## src/rtl/ebpc_stream_mux.sv

```systemverilog
// ebpc_stream_mux
// Merges the ZNZ and BPC streams of one EBPC-encoded frame into a single
// tagged output stream. Words are granted round-robin while both streams
// are active (ZNZ first at frame start); once one stream has delivered its
// last word only the other is accepted. The final word of the frame (the
// second stream's last) is the only one carrying last on the output.
//
// Ports
//   clk_i      clock, all state changes on the rising edge
//   rst_i      synchronous active-high reset
//   bus        ebpc_stream_mux_if.slave: ZNZ/BPC inputs and merged output
//   znz_cnt_o  ZNZ words forwarded in the current/last frame (saturating)
//   bpc_cnt_o  BPC words forwarded in the current/last frame (saturating)
//   idle_o     no frame in progress and no word held
//
// Configuration macro: EBPC_MUX_OUT_REG_EN
//   defined   : 2-entry skid register on the output, 1 cycle latency,
//               input ready does not depend combinationally on bus.rdy
//   undefined : combinational output from the granted input, 0 latency

package ebpc_pkg;
    localparam int DATA_W = 32;
endpackage

module ebpc_stream_mux #(
    parameter int DATA_W = ebpc_pkg::DATA_W,
    parameter int CNT_W  = 16
) (
    input  logic             clk_i,
    input  logic             rst_i,
    ebpc_stream_mux_if.slave bus,
    output logic [CNT_W-1:0] znz_cnt_o,
    output logic [CNT_W-1:0] bpc_cnt_o,
    output logic             idle_o
);

    localparam logic [1:0] ST_IDLE     = 2'd0;
    localparam logic [1:0] ST_RUN      = 2'd1;
    localparam logic [1:0] ST_ZNZ_DONE = 2'd2;
    localparam logic [1:0] ST_BPC_DONE = 2'd3;

    localparam logic [CNT_W-1:0] CNT_ONE = CNT_W'(1);
    localparam logic [CNT_W-1:0] CNT_MAX = '1;

    logic [1:0]        state_q, state_d;
    logic              prefBpc_q, prefBpc_d;
    logic [CNT_W-1:0]  znzCnt_q, znzCnt_d;
    logic [CNT_W-1:0]  bpcCnt_q, bpcCnt_d;

    logic              allowZnz, allowBpc;
    logic              reqZnz, reqBpc;
    logic              gntZnz, gntBpc;
    logic              sideRdy;
    logic              acceptZnz, acceptBpc, anyAccept;
    logic [DATA_W-1:0] wordData;
    logic              wordSrc;
    logic              wordLast;

`ifdef EBPC_MUX_OUT_REG_EN
    logic              outVld_q, outVld_d;
    logic [DATA_W-1:0] outData_q, outData_d;
    logic              outSrc_q, outSrc_d;
    logic              outLast_q, outLast_d;
    logic              skidVld_q, skidVld_d;
    logic [DATA_W-1:0] skidData_q, skidData_d;
    logic              skidSrc_q, skidSrc_d;
    logic              skidLast_q, skidLast_d;
`else
    logic              lock_q, lock_d;
    logic              lockBpc_q, lockBpc_d;
`endif

    // Arbitration. A stream that already delivered its last word is masked
    // until the frame closes. In the combinational build a stalled output
    // freezes the grant so the presented word cannot change under the sink.
    always_comb begin
        allowZnz = (state_q != ST_ZNZ_DONE);
        allowBpc = (state_q != ST_BPC_DONE);
        reqZnz   = bus.znz_vld & allowZnz;
        reqBpc   = bus.bpc_vld & allowBpc;
`ifdef EBPC_MUX_OUT_REG_EN
        gntZnz   = reqZnz & (~reqBpc | ~prefBpc_q);
        gntBpc   = reqBpc & ~gntZnz;
        sideRdy  = ~skidVld_q;
`else
        if (lock_q) begin
            gntZnz = reqZnz & ~lockBpc_q;
            gntBpc = reqBpc & lockBpc_q;
        end else begin
            gntZnz = reqZnz & (~reqBpc | ~prefBpc_q);
            gntBpc = reqBpc & ~gntZnz;
        end
        sideRdy  = bus.rdy;
`endif
        acceptZnz = gntZnz & sideRdy & ~rst_i;
        acceptBpc = gntBpc & sideRdy & ~rst_i;
        anyAccept = acceptZnz | acceptBpc;
        wordData  = gntBpc ? bus.bpc_data : bus.znz_data;
        wordSrc   = gntBpc;
        // Only the remaining stream's last closes the frame on the output.
        wordLast  = gntBpc ? (bus.bpc_last & (state_q == ST_ZNZ_DONE))
                           : (bus.znz_last & (state_q == ST_BPC_DONE));
    end

    assign bus.znz_rdy = acceptZnz;
    assign bus.bpc_rdy = acceptBpc;

    // Frame state, round-robin pointer and per-stream counters. The first
    // accepted word of a frame clears both counters before being counted.
    always_comb begin
        state_d   = state_q;
        prefBpc_d = prefBpc_q;
        znzCnt_d  = znzCnt_q;
        bpcCnt_d  = bpcCnt_q;

        case (state_q)
            ST_IDLE, ST_RUN: begin
                if (acceptZnz & bus.znz_last) begin
                    state_d = ST_ZNZ_DONE;
                end else if (acceptBpc & bus.bpc_last) begin
                    state_d = ST_BPC_DONE;
                end else if (anyAccept) begin
                    state_d = ST_RUN;
                end
            end
            ST_ZNZ_DONE: begin
                if (acceptBpc & bus.bpc_last) begin
                    state_d = ST_IDLE;
                end
            end
            default: begin
                if (acceptZnz & bus.znz_last) begin
                    state_d = ST_IDLE;
                end
            end
        endcase

        if (anyAccept) begin
            prefBpc_d = acceptZnz;
        end
        if (state_d == ST_IDLE) begin
            prefBpc_d = 1'b0;
        end

        if ((state_q == ST_IDLE) && anyAccept) begin
            znzCnt_d = '0;
            bpcCnt_d = '0;
        end
        if (acceptZnz && (znzCnt_d != CNT_MAX)) begin
            znzCnt_d = znzCnt_d + CNT_ONE;
        end
        if (acceptBpc && (bpcCnt_d != CNT_MAX)) begin
            bpcCnt_d = bpcCnt_d + CNT_ONE;
        end
    end

    always_ff @(posedge clk_i) begin
        if (rst_i) begin
            state_q   <= ST_IDLE;
            prefBpc_q <= 1'b0;
            znzCnt_q  <= '0;
            bpcCnt_q  <= '0;
        end else begin
            state_q   <= state_d;
            prefBpc_q <= prefBpc_d;
            znzCnt_q  <= znzCnt_d;
            bpcCnt_q  <= bpcCnt_d;
        end
    end

    assign znz_cnt_o = znzCnt_q;
    assign bpc_cnt_o = bpcCnt_q;

`ifdef EBPC_MUX_OUT_REG_EN
    // Skid pair: the output slot drains to the sink; the skid slot catches
    // the word accepted in the cycle the sink stalls. Input ready is just
    // "skid slot empty", so it never depends on bus.rdy in the same cycle.
    always_comb begin
        outVld_d   = outVld_q;
        outData_d  = outData_q;
        outSrc_d   = outSrc_q;
        outLast_d  = outLast_q;
        skidVld_d  = skidVld_q;
        skidData_d = skidData_q;
        skidSrc_d  = skidSrc_q;
        skidLast_d = skidLast_q;

        if (~outVld_q | bus.rdy) begin
            if (skidVld_q) begin
                outVld_d  = 1'b1;
                outData_d = skidData_q;
                outSrc_d  = skidSrc_q;
                outLast_d = skidLast_q;
                skidVld_d = 1'b0;
            end else begin
                outVld_d = anyAccept;
                if (anyAccept) begin
                    outData_d = wordData;
                    outSrc_d  = wordSrc;
                    outLast_d = wordLast;
                end
            end
        end else if (anyAccept) begin
            skidVld_d  = 1'b1;
            skidData_d = wordData;
            skidSrc_d  = wordSrc;
            skidLast_d = wordLast;
        end
    end

    always_ff @(posedge clk_i) begin
        if (rst_i) begin
            outVld_q   <= 1'b0;
            outData_q  <= '0;
            outSrc_q   <= 1'b0;
            outLast_q  <= 1'b0;
            skidVld_q  <= 1'b0;
            skidData_q <= '0;
            skidSrc_q  <= 1'b0;
            skidLast_q <= 1'b0;
        end else begin
            outVld_q   <= outVld_d;
            outData_q  <= outData_d;
            outSrc_q   <= outSrc_d;
            outLast_q  <= outLast_d;
            skidVld_q  <= skidVld_d;
            skidData_q <= skidData_d;
            skidSrc_q  <= skidSrc_d;
            skidLast_q <= skidLast_d;
        end
    end

    assign bus.vld  = outVld_q;
    assign bus.data = outData_q;
    assign bus.src  = outSrc_q;
    assign bus.last = outLast_q;
    assign idle_o   = (state_q == ST_IDLE) & ~outVld_q & ~skidVld_q;
`else
    // Remember a stalled grant so the next cycle presents the same word.
    always_comb begin
        lock_d    = bus.vld & ~bus.rdy;
        lockBpc_d = gntBpc;
    end

    always_ff @(posedge clk_i) begin
        if (rst_i) begin
            lock_q    <= 1'b0;
            lockBpc_q <= 1'b0;
        end else begin
            lock_q    <= lock_d;
            lockBpc_q <= lockBpc_d;
        end
    end

    assign bus.vld  = (gntZnz | gntBpc) & ~rst_i;
    assign bus.data = bus.vld ? wordData : '0;
    assign bus.src  = bus.vld & wordSrc;
    assign bus.last = bus.vld & wordLast;
    assign idle_o   = (state_q == ST_IDLE);
`endif

endmodule

```

## src/rtl/ebpc_stream_mux_if.sv

```systemverilog
// ebpc_stream_mux_if
// Groups every handshake and data signal around the EBPC stream merger
// into one bundle: the two input streams from the EBPC encoder (ZNZ and
// BPC) and the merged output stream.
//
// Signals
//   znz_data / znz_last / znz_vld / znz_rdy   ZNZ input stream
//   bpc_data / bpc_last / bpc_vld / bpc_rdy   BPC input stream
//   data / src / last / vld / rdy             merged output stream
//                                             (src: 0 = ZNZ, 1 = BPC)
//
// Modports
//   slave  : the view of the merger itself (consumes inputs, produces output)
//   master : the view of the environment (encoder side plus output sink)
interface ebpc_stream_mux_if #(
    parameter int DATA_W = 32
);
    logic [DATA_W-1:0] znz_data;
    logic              znz_last;
    logic              znz_vld;
    logic              znz_rdy;

    logic [DATA_W-1:0] bpc_data;
    logic              bpc_last;
    logic              bpc_vld;
    logic              bpc_rdy;

    logic [DATA_W-1:0] data;
    logic              src;
    logic              last;
    logic              vld;
    logic              rdy;

    modport slave (
        input  znz_data, znz_last, znz_vld,
        output znz_rdy,
        input  bpc_data, bpc_last, bpc_vld,
        output bpc_rdy,
        output data, src, last, vld,
        input  rdy
    );

    modport master (
        output znz_data, znz_last, znz_vld,
        input  znz_rdy,
        output bpc_data, bpc_last, bpc_vld,
        input  bpc_rdy,
        input  data, src, last, vld,
        output rdy
    );
endinterface

```

## src/flat_wrapper.sv

```systemverilog
// flat-port wrapper written by rule: the top's interface ports become plain ports
module ebpc_stream_mux_flat 
#(
    parameter int DATA_W = ebpc_pkg::DATA_W,
    parameter int CNT_W  = 16
)
  (clk_i, rst_i, znz_cnt_o, bpc_cnt_o, idle_o, bus_znz_data, bus_znz_last, bus_znz_vld, bus_znz_rdy, bus_bpc_data, bus_bpc_last, bus_bpc_vld, bus_bpc_rdy, bus_data, bus_src, bus_last, bus_vld, bus_rdy);
  ebpc_stream_mux_if #(.DATA_W(DATA_W)) bus_i ();
  input  logic clk_i;
  input  logic rst_i;
  output logic [CNT_W-1:0] znz_cnt_o;
  output logic [CNT_W-1:0] bpc_cnt_o;
  output logic idle_o;
  input wire logic [$bits(bus_i.znz_data)-1:0] bus_znz_data;
  input wire logic [$bits(bus_i.znz_last)-1:0] bus_znz_last;
  input wire logic [$bits(bus_i.znz_vld)-1:0] bus_znz_vld;
  output wire logic [$bits(bus_i.znz_rdy)-1:0] bus_znz_rdy;
  input wire logic [$bits(bus_i.bpc_data)-1:0] bus_bpc_data;
  input wire logic [$bits(bus_i.bpc_last)-1:0] bus_bpc_last;
  input wire logic [$bits(bus_i.bpc_vld)-1:0] bus_bpc_vld;
  output wire logic [$bits(bus_i.bpc_rdy)-1:0] bus_bpc_rdy;
  output wire logic [$bits(bus_i.data)-1:0] bus_data;
  output wire logic [$bits(bus_i.src)-1:0] bus_src;
  output wire logic [$bits(bus_i.last)-1:0] bus_last;
  output wire logic [$bits(bus_i.vld)-1:0] bus_vld;
  input wire logic [$bits(bus_i.rdy)-1:0] bus_rdy;
  assign bus_i.znz_data = bus_znz_data;
  assign bus_i.znz_last = bus_znz_last;
  assign bus_i.znz_vld = bus_znz_vld;
  assign bus_znz_rdy = bus_i.znz_rdy;
  assign bus_i.bpc_data = bus_bpc_data;
  assign bus_i.bpc_last = bus_bpc_last;
  assign bus_i.bpc_vld = bus_bpc_vld;
  assign bus_bpc_rdy = bus_i.bpc_rdy;
  assign bus_data = bus_i.data;
  assign bus_src = bus_i.src;
  assign bus_last = bus_i.last;
  assign bus_vld = bus_i.vld;
  assign bus_i.rdy = bus_rdy;
  ebpc_stream_mux #(.DATA_W(DATA_W), .CNT_W(CNT_W)) u_core (.clk_i(clk_i), .rst_i(rst_i), .bus(bus_i), .znz_cnt_o(znz_cnt_o), .bpc_cnt_o(bpc_cnt_o), .idle_o(idle_o));
endmodule
```

## config.mk

```make
export PLATFORM = sky130hd
export DESIGN_NAME = ebpc_stream_mux_flat
export DESIGN_NICKNAME = d
export VERILOG_FILES = /design/src/rtl/ebpc_stream_mux.sv /design/src/rtl/ebpc_stream_mux_if.sv /design/src/flat_wrapper.sv
export SDC_FILE = /design/constraint.sdc
export NUM_CORES = 1
export LEC_CHECK = 0
export ABC_AREA = 1
export CORE_ASPECT_RATIO = 1.25
export CORE_MARGIN = 10
export CORE_UTILIZATION = 43
export CTS_BUF_LIST = sky130_fd_sc_hd__clkbuf_4 sky130_fd_sc_hd__clkbuf_8
export CTS_CLUSTER_DIAMETER = 200
export DETAILED_ROUTE_END_ITERATION = 10
export PLACE_DENSITY = 0.84
export RECOVER_POWER = 25
export SLEW_MARGIN = 20
export SYNTH_ARGS = -nofsm -noshare
export SYNTH_HDL_FRONTEND = slang
export SYNTH_SLANG_ARGS = --single-unit
```

## constraint.sdc

```tcl
create_clock -name clk_i -period 3 [get_ports clk_i]
set_input_delay 0.3 -clock clk_i [delete_from_list [all_inputs] [get_ports clk_i]]
set_output_delay 0.3 -clock clk_i [all_outputs]
set_load 0.05 [all_outputs]
```

; ---- After elaboration in Yosys (flattened, before gate mapping)
; Index checks and enable logic that the tools add are counted.
[totals]
out_inout_bits = 70
wordCells = 64
input_bits = 71
ff_bits = 37
[op_classes]
reduce_logical = 7
n_eq_ne = 7
mux = 15
bitwise_logic = 27
add_sub_neg = 2
[ops]
columns = cell, n
row1 = 16-bit two-way mux, 4
row2 = 32-bit two-way mux, 2
row3 = "16-bit by 1-bit adder with 16-bit output, second input constant", 2
row4 = "16-bit inequality test, second input constant", 2
row5 = 1-bit AND, 18
row6 = 2-bit two-way mux, 5
row7 = 1-bit inverter, 6
row8 = "2-bit equality test, second input constant", 2
row9 = 2-bit zero test, 2
row10 = "2-bit inequality test, second input constant", 2
row11 = 2-bit case mux with 2 select lines, 1
row12 = 2-bit OR reduction, 2
row13 = 1-bit logical AND, 3
row14 = 1-bit two-way mux, 3
row15 = 1-bit OR, 3
row16 = "2-bit by 1-bit equality test with 1-bit output, second input constant", 1

; ---- Depth between registers and ports, before layout
; Gate-level depths: netlist of the first run.
[logic_depth]
ltp_word = 17
mapped_depth = 23
mapped_depth_nobuf = 20

; ---- Least setup slack after synthesis of the first run
; No wires, ideal clock.
[synth_path]
path_type = reg2reg
start = reg u_core.state_q[0]
end = reg u_core.bpcCnt_q[12] (netlist: u_core.bpc_cnt_o[12])
n_path_buf = 3
synth_period_minus_slack_ps = 2994
setup_time_ps = 116
required_ps = 2884
stages_incl_launch_ff = 19
slack_ps = 6
arrival_time_ps = 2879
cell_sequence = dfxtp_1 nor2_1 nand3_4 buf_4 buf_2 buf_2 nand2_1 inv_1 ha_1 nand2_1 inv_1 nand3_4 nor2_1 nand2_1 inv_1 nand2_1 nand2_1 o21ai_0 nor2_1
[synth_via]
elab_cells_between_ends = 25
cone_classes = 1 x add/sub / 3 x eq/ne / 4 x mux / 14 x bitwise / 3 x reduce/logical
[synth_lines]
columns = element, line
row1 = "start, declared", ebpc_stream_mux.sv:45  ; logic [1:0] state_q, state_d;
row2 = "start signal, assigned", ebpc_stream_mux.sv:164  ; state_q <= state_d;
row3 = 2-bit zero test (*), --
row4 = named net idle_o, flat_wrapper.sv:13  ; output logic idle_o;
row5 = 1-bit logical AND (*), ebpc_stream_mux.sv:145  ; if ((state_q == ST_IDLE) && anyAccept) begin
row6 = 16-bit two-way mux (*), ebpc_stream_mux.sv:145
row7 = "parallel branches: the longest is 2 deep, another holds 16-bit by 1-bit adder with 16-bit output", --
row8 = 16-bit two-way mux (*), ebpc_stream_mux.sv:152  ; if (acceptBpc && (bpcCnt_d != CNT_MAX)) begin
row9 = "end signal, assigned", ebpc_stream_mux.sv:167  ; bpcCnt_q <= bpcCnt_d;
row10 = "end, declared", ebpc_stream_mux.sv:48  ; logic [CNT_W-1:0] bpcCnt_q, bpcCnt_d;
; Mark *: on every way through the listed nets, which the timed path passes.
; A chain may end at the register's enable or synchronous reset.

; ---- Worst setup path in the final report of the first run
[layout_path]
start = reg u_core.state_q[0]
end = out bus_data[2]
[layout_via]
elab_chain_cells = 11
elab_cells_between_ends = 17
cone_classes = 2 x eq/ne / 4 x mux / 11 x bitwise
[layout_rtl]
columns = element, line
row1 = 2-bit inequality test, ebpc_stream_mux.sv:78  ; allowBpc = (state_q != ST_BPC_DONE);
row2 = 1-bit AND, ebpc_stream_mux.sv:80  ; reqBpc = bus.bpc_vld & allowBpc;
row3 = 1-bit inverter, ebpc_stream_mux.sv:90  ; gntZnz = reqZnz & (~reqBpc | ~prefBpc_q);
row4 = 1-bit OR, ebpc_stream_mux.sv:90
row5 = 1-bit AND, ebpc_stream_mux.sv:90
row6 = 1-bit inverter, ebpc_stream_mux.sv:91  ; gntBpc = reqBpc & ~gntZnz;
row7 = 1-bit AND, ebpc_stream_mux.sv:91
row8 = 1-bit two-way mux, ebpc_stream_mux.sv:86  ; if (lock_q) begin
row9 = 1-bit OR, ebpc_stream_mux.sv:255  ; assign bus.vld = (gntZnz | gntBpc) & ~rst_i;
row10 = 1-bit AND, ebpc_stream_mux.sv:255
row11 = 32-bit two-way mux (*), ebpc_stream_mux.sv:256  ; assign bus.data = bus.vld ? wordData : '0;
row12 = "end, declared", flat_wrapper.sv:22  ; output wire logic [$bits(bus_i.data)-1:0] bus_data;
; Every way passes the cells marked *; elsewhere a longest branch is shown, timed or not.

==> results.yml, run 1 <==
critical_path:
  crit_fanout: 17
  r2r_slack_ns: 0.40
  startpoint: "u_core.state_q[0]$_SDFF_PP0_"
  ff2ff_path_depth: 15
  crit_type: "reg2out"
  cp-start-kind: "register"
  timing.rr.start: "u_core.state_q[1]$_SDFF_PP0_"
  critPathArrivalTime_ns: 2.45
  endpoint_kind: "output port"
  cp-endpoint: "bus_data[2]"
  reg2reg_to: "u_core.znz_cnt_o[2]$_SDFF_PP0_"
  cp.required_ns: 2.70
routing:
  via_per_inst: 5.104
  drcViolationCount: 0
  routedWlPerCell_um: 14.51
  first_iter_violations: 150
  finalWirelength_mm: 11.19
  antenna_left: 0
  drtPass1Iterations: 4
  vias: 3935
layout:
  antenna_cells: 0
  areaGrowthSynthToFinish_pct: 63.07
  fin_nets: 753
  drive_gt1_share_pct: 11.31
synth:
  synthesis.nets: 618
  netlist_area_um2: 3012
  netlist_instances: 545
  ys_types: 29
  syn_area_per_cell_um2: 5.526
  ys_ff_latch: 37
  synth.yosys.seq_area_share_pct: 24.59
  synth_warnings: 0
power_and_ir_drop:
  p_leak_uw: 0.002287
  seqPwrFrac_pct: 34.2
  finalPower_uw: 1475
  power_density_nw_per_um2: 300.4
  internal-power_uw: 943.4
  irDropWorstVdd_mv: 0.1753
  p_sw_uw: 531.8
  comb_power_share_pct: 41.6
  p_clk_share_pct: 24.2
  switching_share_pct: 36.05
floorplan:
  initial_utilization_pct: 43.70
  dieArea_um2: 10770
  ios: 141
  die_y_um: 113.6
  rows: 34
  die_w_um: 94.86
  core_region_area_um2: 6892
global_routing:
  grt_util_all_layers_pct: 20.36
  busiest_layer: "met2"
  grt_pass1_wl_mm: 17.94
  grt_pass1_vias: 3893
  use_met2_pct: 36.51
  grt_start_max_net_pins: 30
  use_met3_pct: 11.97
  use_met1_pct: 18.78
  antenna_found_initial: 0
  grt_overflow: 0
sta:
  min_period_ns: 2.751
  rsz0062_at_grt: "false"
  relSlewSlack_pct: 54.20
  drv_slew: 0
  setup_violations: 0
  skew_ns: 0.005645
  fin_crit_sh_pct: 91.72
  final.setup.tns_ns: 0
  fmax_ghz: 0.3634
  hold_violations: 0
  worst_pin_slew_ns: 0.6869
cts:
  root_buffer: "clkbuf_8"
  clock_path_buffers: 2
  clkSinkCount: 37
  clk_pin_slew_ns: 0.07
  cts_buffers: 5
  insertion_delay_ns: 0.29
  cts_tree: "yes"
  post_cts_buffers: 0
  post_cts_resize_count: 0
  htreeDepth: 2
  hold_buffers: 0
placed_design:
  port_buffers: 140
  hpwl_mm: 9.270
  place.gp.congestion: 0.8961
job:
  max-cap-violations: 0
min_path:
  min_path_type: "reg2reg"
outcome:
  status: "completed"
-- cells by family (layout without fill, tap and decap cells) --
kind of cell,Yosys count,after routing,share of synthesized area (%)
adders and majority gates,2,2,0.8308
buffers and inverters,90,226,12.55
and+or+nand+nor,356,356,51.72
AOI/OAI and AO/OA,60,60,10.30
DFF,37,37,24.59
-- flip-flops by register name, summed over array words and instances, names as in the netlist --
signal,count
u_core.bpc_cnt_o,16
u_core.znz_cnt_o,16
u_core.state_q,2
u_core.lockBpc_q,1
u_core.lock_q,1
u_core.prefBpc_q,1
-- layout make-up --
cell class                 count  area, µm²
clock buffer                   6      76.32
clock inverter                 2      10.01
fill                         595       1981
inverter                      69      259.0
multi-input combinational    418       1893
sequential                    37      740.7
tap                           90      112.6
timing repair buffer         149       1819
-- cell usage in the layout (no fill, tap or decap) --
| cell | netlist | final |
|---|---|---|
| a21oi_1 | 53 | 53 |
| nand3_4 | 3 | 3 |
| clkbuf_4 | 0 | 1 |
| nand2_2 | 4 | 4 |
| nor4_1 | 1 | 1 |
| inv_2 | 1 | 1 |
| o21ai_0 | 3 | 3 |
| buf_4 | 2 | 8 |
| o21ai_1 | 1 | 1 |
| nand3_2 | 4 | 4 |
| nor3_1 | 3 | 3 |
| a21oi_2 | 2 | 2 |
| clkbuf_8 | 0 | 5 |
| nand3b_2 | 1 | 1 |
| dfxtp_1 | 37 | 37 |
| nand2_4 | 1 | 1 |
| nor2_1 | 94 | 94 |
| clkinv_2 | 0 | 2 |
| inv_1 | 67 | 67 |
| clkinv_1 | 1 | 1 |
| nand3_1 | 45 | 45 |
| ha_1 | 2 | 2 |
| o211ai_1 | 1 | 1 |
| nand3b_1 | 2 | 2 |
| nand2_1 | 180 | 180 |
| nand4_1 | 9 | 9 |
| nor2_4 | 3 | 3 |
| nor2_2 | 6 | 6 |
| clkbuf_1 | 11 | 2 |
| buf_12 | 0 | 36 |
| clkdlybuf4s50_1 | 0 | 80 |
| dlygate4sd3_1 | 0 | 23 |
-- synth_stat cells --
cell type  number  share of area (%)
inv_2           1               0.12
o21ai_0         3               0.50
nand2_4         1               0.37
o211ai_1        1               0.25
a21oi_1        53                8.8
clkbuf_1       11                1.4
nor2_4          3                1.1
nand2_1       180                 22
nor2_1         94                 12
inv_1          67                8.4
dfxtp_1        37                 25
nor4_1          1               0.21
ha_1            2               0.83
nand2_2         4               0.83
nand4_1         9                1.9
nand3_2         4                1.3
nand3b_2        1               0.37
nand3_4         3                1.7
nand3b_1        2               0.50
buf_8           1               0.50
o21ai_1         1               0.17
nand3_1        45                7.5
clkinv_1        1               0.12
nor3_1          3               0.50
nor2_2          6                1.2
buf_6           2               0.75
buf_2           5               0.83
buf_4           2               0.50
a21oi_2         2               0.58
-- critical path, stage by stage (launching register included) --
cell and delay (ns):
dfxtp_1 0.42, inv_1 0.08, a21oi_2 0.15, nand3_2 0.13, nand2_2 0.19, clkbuf_1 0.56, nand2_1 0.13, a21oi_1 0.30
buf_12 0.18
-- worst min-delay path by stage --
stage,start,endpoint,slack (ns),cells after the start
floorplan,bus_rdy,u_core.lock_q$_SDFF_PP0_,0.37,1
global placement,u_core.prefBpc_q$_SDFFE_PP0P_,u_core.prefBpc_q$_SDFFE_PP0P_,0.48,2
detailed placement,u_core.prefBpc_q$_SDFFE_PP0P_,u_core.prefBpc_q$_SDFFE_PP0P_,0.49,2
CTS,u_core.prefBpc_q$_SDFFE_PP0P_,u_core.prefBpc_q$_SDFFE_PP0P_,0.50,2
global route,u_core.prefBpc_q$_SDFFE_PP0P_,u_core.prefBpc_q$_SDFFE_PP0P_,0.53,2
finish,u_core.prefBpc_q$_SDFFE_PP0P_,u_core.prefBpc_q$_SDFFE_PP0P_,0.50,2
-- per-stage QoR --
stage	setup slack [ns]	std cells	area, µm²	util [%]	hold WS (ns)
2_1_floorplan	0.005595	545	3012	-	0.3724
3_5_place_dp	0.1149	763	4832	70.12	0.4871
4_1_cts	0.3937	771	4918	71.37	0.4970
3_3_place_gp	0.2623	763	4832	70.12	0.4778
5_1_grt	0.07295	771	4911	71.26	0.5290
6_report	0.2485	771	4911	71.26	0.5006
-- power groups by stage --
stage                     sequential, µW  clock [µW]  combinational (µW)
after floorplan                      524           0                 292
after CTS                            505         359                 621
after global routing                 506         382                 650
after detailed placement             516           0                 619
final                                505         357                 613
after global placement               516           0                 611
-- layer usage --
layer | wire [µm] | part of all wire, %
met1 | 3792 | 34
met5 | 0 | 0
met4 | 214 | 1.9
met2 | 5603 | 50
met3 | 1581 | 14
No activity file was read; power rests on OpenSTA's default activity.
==> run 2: changes to the inputs <==
SKIP_LAST_GASP = 1   (was unset)
==> results of run 2 <==
No change in the layout: final DEF, timing and power equal those of run 1.
==> run 3: changes to the inputs <==
REMOVE_ABC_BUFFERS = 1   (was unset)
==> run 3 against run 2 <==
Net effect:
- fmax down 2.2%
- hold slack worse by 0.0082 ns
- clock power up 6.2%
- non-clock buffer count down 2
- critical path type is now in2out
- highest routed layer unchanged
==> results.yml, run 3 (synthesized netlist as in run 1, its figures left out) <==
outcome:
  status: "completed"
floorplan:
  core_region_area_um2: 6892
  rows: 34
  die_y_um: 113.6
  initial_utilization_pct: 43.70
  ios: 141
  die_w_um: 94.86
  dieArea_um2: 10770
sta:
  fmax_ghz: 0.3555
  min_period_ns: 2.813
  fin_crit_sh_pct: 93.76
  relSlewSlack_pct: 64.40
  worst_pin_slew_ns: 0.5322
  hold_violations: 0
  drv_slew: 0
  fin_ws_ns: 0.1871
  setup_violations: 0
  skew_ns: 0.008801
  rsz0062_at_grt: "false"
cts:
  htreeDepth: 2
  hold_buffers: 0
  clkSinkCount: 37
  cts_tree: "yes"
  insertion_delay_ns: 0.29
  post_cts_buffers: 0
  clk_pin_slew_ns: 0.07
  cts_buffers: 5
  post_cts_resize_count: 0
  clock_path_buffers: 2
  root_buffer: "clkbuf_8"
critical_path:
  endpoint_kind: "output port"
  r2r_slack_ns: 0.39
  cp-start-kind: "input port"
  crit_fanout: 23
  crit_type: "in2out"
  critPathArrivalTime_ns: 2.51
  cp.required_ns: 2.70
routing:
  vias: 3878
  first_iter_violations: 254
  routedWlPerCell_um: 14.70
  finalWirelength_mm: 11.32
  drcViolationCount: 0
  via_per_inst: 5.036
  drtPass1Iterations: 4
  antenna_left: 0
layout:
  post-route-util_pct: 71.22
  fillers: 590
  final_cell_mix: "nand2_1 (181), nor2_1 (94), clkdlybuf4s50_1 (79)"
  final_common_cell: "nand2_1"
  fin_area_um2: 4908
  fin_nets: 751
  drive_gt1_share_pct: 11.19
  areaGrowthSynthToFinish_pct: 62.98
placed_design:
  port_buffers: 140
  dp_slack_ns: 0.1117
  hpwl_mm: 9.503
  place.gp.congestion: 0.9208
  dpl-instance-area_um2: 4817
job:
  max-cap-violations: 0
global_routing:
  grt_overflow: 0
  grt_pass1_wl_mm: 18.01
  grt_start_max_net_pins: 33
  grt_pass1_vias: 3756
  grt_util_all_layers_pct: 20.43
  antenna_found_initial: 1
power_and_ir_drop:
  irDropWorstVdd_mv: 0.1862
  power_density_nw_per_um2: 304.1
  p_leak_uw: 0.002285
min_path:
  min_path_type: "reg2reg"
run 3: path summary, 6_finish.rpt:
kind	from	endpoint	cells after the start
hold reg to reg	u_core.prefBpc_q$_SDFFE_PP0P_	u_core.prefBpc_q$_SDFFE_PP0P_	2
setup / recovery	bus_znz_vld	bus_data[27]	9
hold / removal	u_core.prefBpc_q$_SDFFE_PP0P_	u_core.prefBpc_q$_SDFFE_PP0P_	2
setup reg to reg	u_core.state_q[1]$_SDFF_PP0_	u_core.znz_cnt_o[4]$_SDFF_PP0_	15
run 3: report_power, final:
part / total [µW] / switching, µW / internal, µW
registers: 505 / 7.11 / 498
clock network: 379 / 187 / 193
logic: 609 / 336 / 272
total: 1490 / 530 / 963
run 3: worst max-delay path, cell delays in order:
cell	delay (ns)
clkdlybuf4s50_1	0.51
inv_1	0.06
a21oi_2	0.14
nand3_2	0.13
nand2_1	0.41
buf_4	0.34
nand2_1	0.07
a21oi_1	0.34
buf_12	0.19
run 3: per-layer routing:
layer,wire length (µm),vias up,track usage (%)
li1,-,1972,-
met1,3935,1736,20.28
met5,0,-,0
met2,5531,158,35.37
met4,185,0,5.200
met3,1668,12,12.03
run 3: stage by stage:
step                total power [µW]  hold slack (ns)  setup TNS [ns]  instances
floorplan                      799.1           0.3691        -0.07473        524
global placement                1121           0.4780               0        761
detailed placement              1129           0.4826               0        761
CTS                             1504           0.4929               0        769
global route                    1560           0.5289               0        770
finish                          1492           0.4924               0        770
run 3: cell type report:
type / count / area (µm²) / share of cell area (%)
Antenna cell: 1 / 2.502 / 0.05098
Clock buffer: 8 / 91.34 / 1.861
Inverter: 69 / 259.0 / 5.277
Multi-Input combinational cell: 418 / 1891 / 38.52
Sequential cell: 37 / 740.7 / 15.09
Tap cell: 90 / 112.6 / 2.294
Timing Repair Buffer: 147 / 1812 / 36.91
